**config.mk**
```make
export PLATFORM = sky130hd
export DESIGN_NAME = gpio_port_flat
export DESIGN_NICKNAME = d
export VERILOG_FILES = /design/src/rtl/gpio_port_if.sv /design/src/rtl/gpio_port.sv /design/src/flat_wrapper.sv
export SDC_FILE = /design/constraint.sdc
export NUM_CORES = 1
export LEC_CHECK = 0
export ABC_AREA = 1
export CORE_ASPECT_RATIO = 1.75
export CORE_UTILIZATION = 55
export CTS_CLUSTER_DIAMETER = 150
export CTS_CLUSTER_SIZE = 20
export DETAILED_ROUTE_END_ITERATION = 8
export DONT_BUFFER_PORTS = 1
export PLACE_DENSITY = 0.7
export REMOVE_ABC_BUFFERS = 1
export SKIP_CTS_REPAIR_TIMING = 1
export SKIP_LAST_GASP = 1
export SYNTH_ARGS = -nofsm -noshare
export SYNTH_HDL_FRONTEND = slang
export SYNTH_SLANG_ARGS = --single-unit
```
**constraint.sdc**
```tcl
create_clock -name i_clk -period 2.8 [get_ports i_clk]
set_clock_uncertainty 0.1 [all_clocks]
set_input_delay 0.28 -clock i_clk [delete_from_list [all_inputs] [get_ports i_clk]]
set_output_delay 0.28 -clock i_clk [all_outputs]
set_load 0.01 [all_outputs]
```
**src/rtl/gpio_port_if.sv**
```systemverilog
// Decoupled valid/ready channel carrying a W-bit payload.
//   valid  producer -> consumer  payload is present
//   ready  consumer -> producer  payload can be taken this cycle
//   bits   producer -> consumer  payload
// A transfer happens on any clock edge where valid && ready.
interface gpio_port_if #(
   parameter int W = 8
);
   logic         valid;
   logic         ready;
   logic [W-1:0] bits;

   modport master (output valid, output bits, input ready);
   modport slave  (input valid, input bits, output ready);
endinterface

```
**src/rtl/gpio_port.sv**
```systemverilog
// Parametrised general-purpose I/O port on a decoupled command/response bus.
// Commands (if_din) update the output/direction registers atomically or
// request a readback; readbacks are returned on if_dout one cycle after
// accept. Pin inputs are synchronised, and rising edges set sticky flags
// whose OR drives a registered level interrupt.
//   i_clk    clock
//   i_rst_n  asynchronous active-low reset
//   if_din   command channel, bits = {opcode[2:0], data[WIDTH-1:0]}
//   if_dout  response channel, bits = WIDTH-bit read data
//   i_gpin   raw asynchronous pin inputs
//   o_gpout  output register
//   o_gpoe   direction register (1 = drive pin)
//   o_irq    OR of sticky rising-edge flags, registered
module gpio_port #(
   parameter int               WIDTH       = 8,
   parameter int               SYNC_STAGES = 2,
   parameter logic [WIDTH-1:0] RESET_OUT   = '0,
   parameter logic [WIDTH-1:0] RESET_DIR   = '0
) (
   input  logic             i_clk,
   input  logic             i_rst_n,
   gpio_port_if.slave       if_din,
   gpio_port_if.master      if_dout,
   input  logic [WIDTH-1:0] i_gpin,
   output logic [WIDTH-1:0] o_gpout,
   output logic [WIDTH-1:0] o_gpoe,
   output logic             o_irq
);

   typedef enum logic [2:0] {
      OP_WRITE         = 3'd0,
      OP_SET           = 3'd1,
      OP_CLEAR         = 3'd2,
      OP_TOGGLE        = 3'd3,
      OP_WRITE_DIR     = 3'd4,
      OP_READ_PINS     = 3'd5,
      OP_READ_OUT      = 3'd6,
      OP_READ_CLR_EDGE = 3'd7
   } op_e;

   typedef enum logic {
      ST_IDLE,
      ST_RESP
   } state_e;

   state_e state, state_nxt;

   logic [WIDTH-1:0] out_q, out_nxt;
   logic [WIDTH-1:0] dir_q, dir_nxt;
   logic [WIDTH-1:0] resp_q, resp_nxt;
   logic [WIDTH-1:0] edge_q;
   logic [WIDTH-1:0] clr;
   logic [WIDTH-1:0] prev_q;
   logic             irq_q;

   // Element [0] takes the raw pins; element [SYNC_STAGES-1] is the
   // synchronised value.
   logic [SYNC_STAGES-1:0][WIDTH-1:0] sync_q;

   logic [WIDTH-1:0] sync_in;
   logic [WIDTH-1:0] rise;
   op_e              op;
   logic [WIDTH-1:0] data;
   logic             accept;

   assign op      = op_e'(if_din.bits[WIDTH+2:WIDTH]);
   assign data    = if_din.bits[WIDTH-1:0];
   assign accept  = if_din.valid && if_din.ready;
   assign sync_in = sync_q[SYNC_STAGES-1];
   assign rise    = sync_in & ~prev_q;

   // A held response can be replaced in the same cycle it is consumed, so
   // reads stream back-to-back without a bubble.
   assign if_din.ready  = (state == ST_IDLE) || if_dout.ready;
   assign if_dout.valid = (state == ST_RESP);
   assign if_dout.bits  = resp_q;

   assign o_gpout = out_q;
   assign o_gpoe  = dir_q;
   assign o_irq   = irq_q;

   // Next-state and register-update logic.
   // NOTE: every signal gets a default before any branch, so no path leaves
   // it unassigned and no latch is inferred.
   always_comb begin
      state_nxt = state;
      out_nxt   = out_q;
      dir_nxt   = dir_q;
      resp_nxt  = resp_q;
      clr       = '0;

      if ((state == ST_RESP) && if_dout.ready) begin
         state_nxt = ST_IDLE;
      end

      if (accept) begin
         case (op)
            OP_WRITE:     out_nxt = data;
            OP_SET:       out_nxt = out_q | data;
            OP_CLEAR:     out_nxt = out_q & ~data;
            OP_TOGGLE:    out_nxt = out_q ^ data;
            OP_WRITE_DIR: dir_nxt = data;
            OP_READ_PINS: begin
               resp_nxt  = (dir_q & out_q) | (~dir_q & sync_in);
               state_nxt = ST_RESP;
            end
            OP_READ_OUT: begin
               resp_nxt  = out_q;
               state_nxt = ST_RESP;
            end
            OP_READ_CLR_EDGE: begin
               resp_nxt  = edge_q;
               // Only flags actually reported can be cleared.
               clr       = data & edge_q;
               state_nxt = ST_RESP;
            end
         endcase
      end
   end

   // NOTE: all state uses non-blocking assignments so every flop samples the
   // pre-edge value of its neighbours; blocking here would collapse the
   // synchroniser chain into a single stage.
   always_ff @(posedge i_clk or negedge i_rst_n) begin
      if (!i_rst_n) begin
         state  <= ST_IDLE;
         out_q  <= RESET_OUT;
         dir_q  <= RESET_DIR;
         resp_q <= '0;
         sync_q <= '0;
         prev_q <= '0;
         edge_q <= '0;
         irq_q  <= 1'b0;
      end else begin
         state  <= state_nxt;
         out_q  <= out_nxt;
         dir_q  <= dir_nxt;
         resp_q <= resp_nxt;
         sync_q <= {sync_q[SYNC_STAGES-2:0], i_gpin};
         prev_q <= sync_in;
         // A rise coinciding with a clear of the same bit keeps the flag.
         edge_q <= (edge_q & ~clr) | rise;
         irq_q  <= |edge_q;
      end
   end

endmodule

```
**src/flat_wrapper.sv**
```systemverilog
// flat-port wrapper written by rule: the top's interface ports become plain ports
module gpio_port_flat 
#(
   parameter int               WIDTH       = 8,
   parameter int               SYNC_STAGES = 2,
   parameter logic [WIDTH-1:0] RESET_OUT   = '0,
   parameter logic [WIDTH-1:0] RESET_DIR   = '0
)
  (i_clk, i_rst_n, i_gpin, o_gpout, o_gpoe, o_irq, if_din_valid, if_din_bits, if_din_ready, if_dout_valid, if_dout_bits, if_dout_ready);
  gpio_port_if #(.W((8)+3)) if_din_i ();
  gpio_port_if #(.W((8))) if_dout_i ();
  input  logic i_clk;
  input  logic i_rst_n;
  input  logic [WIDTH-1:0] i_gpin;
  output logic [WIDTH-1:0] o_gpout;
  output logic [WIDTH-1:0] o_gpoe;
  output logic o_irq;
  input wire logic [$bits(if_din_i.valid)-1:0] if_din_valid;
  input wire logic [$bits(if_din_i.bits)-1:0] if_din_bits;
  output wire logic [$bits(if_din_i.ready)-1:0] if_din_ready;
  output wire logic [$bits(if_dout_i.valid)-1:0] if_dout_valid;
  output wire logic [$bits(if_dout_i.bits)-1:0] if_dout_bits;
  input wire logic [$bits(if_dout_i.ready)-1:0] if_dout_ready;
  assign if_din_i.valid = if_din_valid;
  assign if_din_i.bits = if_din_bits;
  assign if_din_ready = if_din_i.ready;
  assign if_dout_valid = if_dout_i.valid;
  assign if_dout_bits = if_dout_i.bits;
  assign if_dout_i.ready = if_dout_ready;
  gpio_port #(.WIDTH(WIDTH), .SYNC_STAGES(SYNC_STAGES), .RESET_OUT(RESET_OUT), .RESET_DIR(RESET_DIR)) u_core (.i_clk(i_clk), .i_rst_n(i_rst_n), .if_din(if_din_i), .if_dout(if_dout_i), .i_gpin(i_gpin), .o_gpout(o_gpout), .o_gpoe(o_gpoe), .o_irq(o_irq));
endmodule
```
==> flow_metrics.env, run 1 <==
export IMPL_min_period_ns=1.83
export IMPL_start_util_pct=57.2
export IMPL_grtUsageMet2_pct=38.3
export IMPL_holdWs_ns=0.0417
export IMPL_ys_seq_area_share_pct=51.5
export IMPL_relSlewSlack_pct=51.4
export IMPL_setup_worst_path_end="u_core.o_gpoe[5]"
export IMPL_via_count=2210
export IMPL_setup_tns_ns=0
export IMPL_htreeDepth=3
export IMPL_worstSetupPathType="reg2reg"
export IMPL_rr_worst_depth=3
export IMPL_wl_per_cell_um=14.8
export IMPL_worstSetupStartpoint="u_core.if_dout.valid"
export IMPL_drc_errors=0
export IMPL_regToRegEndpoint="u_core.o_gpoe[5]"
export IMPL_rrSetupSlack_ns=0.97
export IMPL_fin_crit_sh_pct=65.4
export IMPL_ant_nets=0
export IMPL_drive_above_1_share_pct=7.52
export IMPL_status="finished clean"
export IMPL_layout_common_cells="101 x nand2_1, 58 x nor2_1, 58 x dfrtp_1, 36 x inv_1, 25 x nand3_1"
export IMPL_hold_viol_final=0
export IMPL_grt_pass1_vias=2094
export IMPL_path_max_fanout=16
export IMPL_clk_pin_slew_worst_paths_ns=0.06
export IMPL_row_count=34
export IMPL_crit_required_ns=2.95
export IMPL_clock_latency_ns=0.34
export IMPL_insertedDiodeCount=0
export IMPL_yosysWarnings=0
export IMPL_grt_usage_pct=24.3
export IMPL_cts_tree="done"
export IMPL_grt_pass1_wl_um=9920
export IMPL_worstPathArrival_ns=1.98
export IMPL_fin_ws_ns=0.970
export IMPL_powerDensity_nw_per_um2=662
export IMPL_yosys_cell_types_count=19
export IMPL_netlist_top_cells_area="dfrtp_1 51%, nand2_1 13%, nor2_1 7.7%"
export IMPL_io_pin_count=50
export IMPL_areaGrowthSynthToFinish_pct=10.5
export IMPL_worst_pin_slew_ns=0.726
export IMPL_final_common_cell="nand2_1"
export IMPL_power_total_mw=2.06
export IMPL_maxCapViolCount=0
export IMPL_finalWirelength_um=6100
export IMPL_grt_use_met3_pct=7.09
export IMPL_rsz0062_at_grt="false"
export IMPL_netlist_top_cell_by_area="dfrtp_1"
export IMPL_synth_avg_cell_area_um2=8.29
export IMPL_p_leak_nw=1.69
export IMPL_timing_rr_start="u_core.if_dout.valid"
export IMPL_fin_cells=413
export IMPL_first_pass_iters=4
export IMPL_drv_slew=0
export IMPL_cp_num_buf_inv=0
export IMPL_slowest_stage="a21boi_2"
export IMPL_core_area_um2=4930
export IMPL_clockBufferDepth=2
export IMPL_grt_max_degree=59
export IMPL_worst_path_stages=3
export IMPL_dieHeight_um=96.7
export IMPL_critical_path_startpoint_type="flip-flop"
export IMPL_synth_cells=340
export IMPL_root_buffer="clkbuf_8"
export IMPL_antenna_found_initial=0
export IMPL_die_w_um=56.1
export IMPL_use_met1_pct=28.1
export IMPL_place_ws_ns=0.981
export IMPL_cts_sinks=58
export IMPL_slowest_delay_ns=0.53
export IMPL_dpl_cell_area_um2=2810
export IMPL_timing_critical_path_cells="a21boi_2, nand3_2, o21ai_0"
export IMPL_drt_iter0_markers=81
export IMPL_dieArea_um2=5430
export IMPL_gr_total_overflow=0
export IMPL_fin_nets=393
export IMPL_gp_congestion=0.899
export IMPL_stdcell_area_um2=3120
export IMPL_worst_ir_drop_vdd_uv=461
export IMPL_vias_per_cell=5.35
export IMPL_cpLargestDelayFamily="compound AO/OA/AOI/OAI gates"
export IMPL_fmax_mhz=546
export IMPL_finalSetupViolCount=0
export IMPL_placement_io_buffers=0
export IMPL_placed_cells=387
export IMPL_crit_path_end_kind="flip-flop"
export IMPL_busiest_layer="met2"
export IMPL_syn_cell_area_um2=2820
export IMPL_dp_hpwl_um=4110
export IMPL_ys_ff_latch=58
export IMPL_hold_path_class="in2reg"
export IMPL_final_util_pct=63.1
export IMPL_cts_buffers=9
export IMPL_synth_top_area_share_pct=51.5
==> worst reg2reg max path: cells and delay by family, from the launching register on <==
kind / cells / cell delay (ns)
simple gates: 1 / 0.42
flops: 1 / 0.43
compound gates: 2 / 0.80
==> worst min path at each step <==
stage | startpoint | end | slack, ns | cells past startpoint
floorplan | i_rst_n | u_core.edge_q[0] | -0.12 | 0
global route | if_din_bits[2] | u_core.o_gpoe[2] | 0.05 | 2
global placement | i_rst_n | u_core.prev_q[6] | -0.11 | 0
finish | if_din_bits[3] | u_core.edge_q[3] | 0.04 | 3
CTS | i_rst_n | u_core.prev_q[2] | -0.48 | 0
detailed placement | i_rst_n | u_core.prev_q[6] | -0.11 | 0
==> registers in the layout, summed over array words and instances, names as in the netlist <==
signal	cells
u_core.edge_q	8
u_core.if_dout.bits	8
u_core.if_dout.valid	1
u_core.o_gpoe	8
u_core.o_gpout	8
u_core.o_irq	1
u_core.prev_q	8
u_core.sync_in	8
u_core.sync_q	8
==> routing by layer <==
layer,part of all wire (%),wire length (µm)
met4,4.4,269
met1,40,2450
met5,0,0
met2,48,2960
met3,7.0,425
==> kinds of logic after synthesis <==
| kind of cell | synth area share (%) |
|---|---|
| simple gates | 28.7 |
| fa+ha+maj | 7.10 |
| buf+inv | 7.85 |
| flops | 51.5 |
| compound gates | 4.84 |
==> synth_stat cells <==
library cell  count
o21ai_0          24
dfrtp_1          58
nand2_1         101
o21ai_1           1
nand4_1           1
nand3_2           3
buf_4             1
nand3_4           1
nor2_2            2
inv_1            36
nand2_4           1
nor2_1           58
buf_6             6
nand3_1          25
inv_2             3
nor4_1            1
ha_1             16
nor3_1            1
a21boi_2          1
==> final cells by class <==
type	instances	area, µm²
clock buffer	10	128
clock inverter	6	57.6
fill	444	1820
tap	54	67.6
timing repair buffer	10	118
inverter	39	146
multi-input combinational	236	1150
sequential	58	1450
==> power by group <==
part           switching, mW  total [mW]  internal (mW)
Combinational          0.166       0.271          0.105
Sequential             0.131        1.07          0.934
Clock                  0.322       0.726          0.404
Total                  0.619        2.06           1.44
Note: power is estimated with default switching activity, not from simulation.
==> inputs of run 2 (changes only) <==
==> constraint.sdc (replaced) <==
create_clock -name i_clk -period 1.9 [get_ports i_clk]
set_clock_uncertainty 0.1 [all_clocks]
set_input_delay 0.19 -clock i_clk [delete_from_list [all_inputs] [get_ports i_clk]]
set_output_delay 0.19 -clock i_clk [all_outputs]
set_load 0.01 [all_outputs]
==> run 2 against run 1 <==
- the flow now finishes with violations (negative hold slack)
- die area did not move
- clock power rose by 49%
- sequential share of layout area fell by 1.8 points
- largest power group unchanged
==> flow_metrics.env, run 2 (synthesis results as in run 1) <==
export IMPL_status="complete, but fails checks"
export IMPL_violations="negative hold slack"
export IMPL_relSlewSlack_pct=53.5
export IMPL_cp_num_buf_inv=0
export IMPL_worstSetupStartpoint="u_core.if_dout.valid"
export IMPL_path_max_fanout=16
export IMPL_cts_sinks=58
export IMPL_clock_latency_ns=0.33
export IMPL_dpl_cell_area_um2=2840
export IMPL_clockBufferDepth=2
export IMPL_io_pin_count=50
export IMPL_maxCapViolCount=0
export IMPL_dieArea_um2=5430
export IMPL_gp_congestion=0.852
export IMPL_finalSetupViolCount=0
export IMPL_crit_required_ns=2.04
export IMPL_timing_rr_start="u_core.if_dout.valid"
export IMPL_dp_hpwl_um=4190
export IMPL_rsz0062_at_grt="false"
export IMPL_vias_per_cell=5.27
export IMPL_areaGrowthSynthToFinish_pct=14.8
export IMPL_drt_iter0_markers=101
export IMPL_start_util_pct=57.2
export IMPL_p_leak_nw=1.74
export IMPL_rr_worst_depth=3
export IMPL_fin_nets=406
export IMPL_grt_pass1_wl_um=9900
export IMPL_grt_pass1_vias=2044
export IMPL_worst_pin_slew_ns=0.692
export IMPL_slowest_delay_ns=0.43
export IMPL_stdcell_area_um2=3240
export IMPL_worstPathArrival_ns=1.69
export IMPL_cts_buffers=9
export IMPL_drc_errors=0
export IMPL_slowest_stage="dfrtp_1"
export IMPL_setup_worst_path_end="u_core.o_gpoe[0]"
export IMPL_min_period_ns=1.56
export IMPL_layout_common_cells="101 x nand2_1, 58 x nor2_1, 58 x dfrtp_1, 36 x inv_1, 25 x nand3_1"
export IMPL_placed_cells=390
export IMPL_grt_usage_pct=24.5
export IMPL_setup_tns_ns=0
export IMPL_worst_path_stages=3
export IMPL_clk_pin_slew_worst_paths_ns=0.06
export IMPL_dieHeight_um=96.7
export IMPL_fin_cells=425
export IMPL_critical_path_startpoint_type="flip-flop"
export IMPL_timing_critical_path_cells="a21boi_2, nand3_2, o21ai_0"
export IMPL_via_count=2241
export IMPL_finalWirelength_um=6350
export IMPL_insertedDiodeCount=0
export IMPL_row_count=34
export IMPL_hold_path_class="in2reg"
export IMPL_worstSetupPathType="reg2reg"
export IMPL_ant_nets=0
export IMPL_root_buffer="clkbuf_8"
export IMPL_cpLargestDelayFamily="compound AO/OA/AOI/OAI gates"
export IMPL_gr_total_overflow=0
export IMPL_first_pass_iters=5
export IMPL_die_w_um=56.1
export IMPL_final_common_cell="nand2_1"
export IMPL_wl_per_cell_um=14.9
export IMPL_antenna_found_initial=0
export IMPL_holdWs_ns=-0.0346
export IMPL_drv_slew=0
export IMPL_powerDensity_nw_per_um2=952
export IMPL_fin_crit_sh_pct=81.9
export IMPL_place_ws_ns=0.333
export IMPL_crit_path_end_kind="flip-flop"
export IMPL_cts_tree="done"
export IMPL_drive_above_1_share_pct=7.55
export IMPL_placement_io_buffers=0
export IMPL_fmax_mhz=642
export IMPL_power_total_mw=3.08
export IMPL_regToRegEndpoint="u_core.o_gpoe[0]"
export IMPL_htreeDepth=3
export IMPL_hold_viol_final=4
export IMPL_core_area_um2=4930
export IMPL_fin_ws_ns=0.343
export IMPL_grt_max_degree=59
export IMPL_rrSetupSlack_ns=0.34
export IMPL_worst_ir_drop_vdd_uv=1140
-- run 2: changes by cell type in the layout (fill, tap and decap cells not counted) --
cell and delta:
dlygate4sd3_1 +10, buf_4 +3, clkinv_2 -2, clkbuf_1 +1
clkbuf_8 +1, clkinvlp_4 -1
-- run 2: how the worst min path moves through the flow --
stage | startpoint | to | cells past startpoint
6_report | if_din_bits[7] | u_core.o_gpoe[7] | 2
5_1_grt | if_din_bits[7] | u_core.o_gpoe[7] | 2
4_1_cts | i_rst_n | u_core.prev_q[2] | 0
3_5_place_dp | i_rst_n | u_core.sync_in[6] | 0
3_3_place_gp | i_rst_n | u_core.prev_q[6] | 0
2_1_floorplan | i_rst_n | u_core.edge_q[0] | 0
-- run 2: routing by layer --
layer / GRT usage, % / share of wire (%) / wire, µm / up-vias
li1: - / - / - / 1109
met1: 29.6 / 40 / 2570 / 1035
met2: 38.6 / 51 / 3220 / 87
met3: 8.16 / 7.1 / 451 / 10
met4: 12.2 / 1.7 / 108 / 0
met5: 0 / 0 / 0 / -
-- run 2: power by group --
part | internal [mW] | switching, mW | total, mW
clock | 0.630 | 0.452 | 1.08
combinational | 0.175 | 0.257 | 0.432
sequential | 1.38 | 0.193 | 1.57
-- run 2: final cells by class --
cell class,instances,area (µm²)
clock buffer,12,145
clock inverter,3,40.0
fill,434,1700
inverter,39,146
multi-input combinational,236,1150
sequential,58,1450
tap,54,67.6
timing repair buffer,23,240
-- run 2: metrics by stage --
stage	util [%]	hold WS (ns)
after floorplan	-	-0.206
after CTS	61.2	-0.567
after global placement	57.5	-0.204
final	65.6	-0.0346
after detailed placement	57.5	-0.204
after global routing	65.6	0.00180
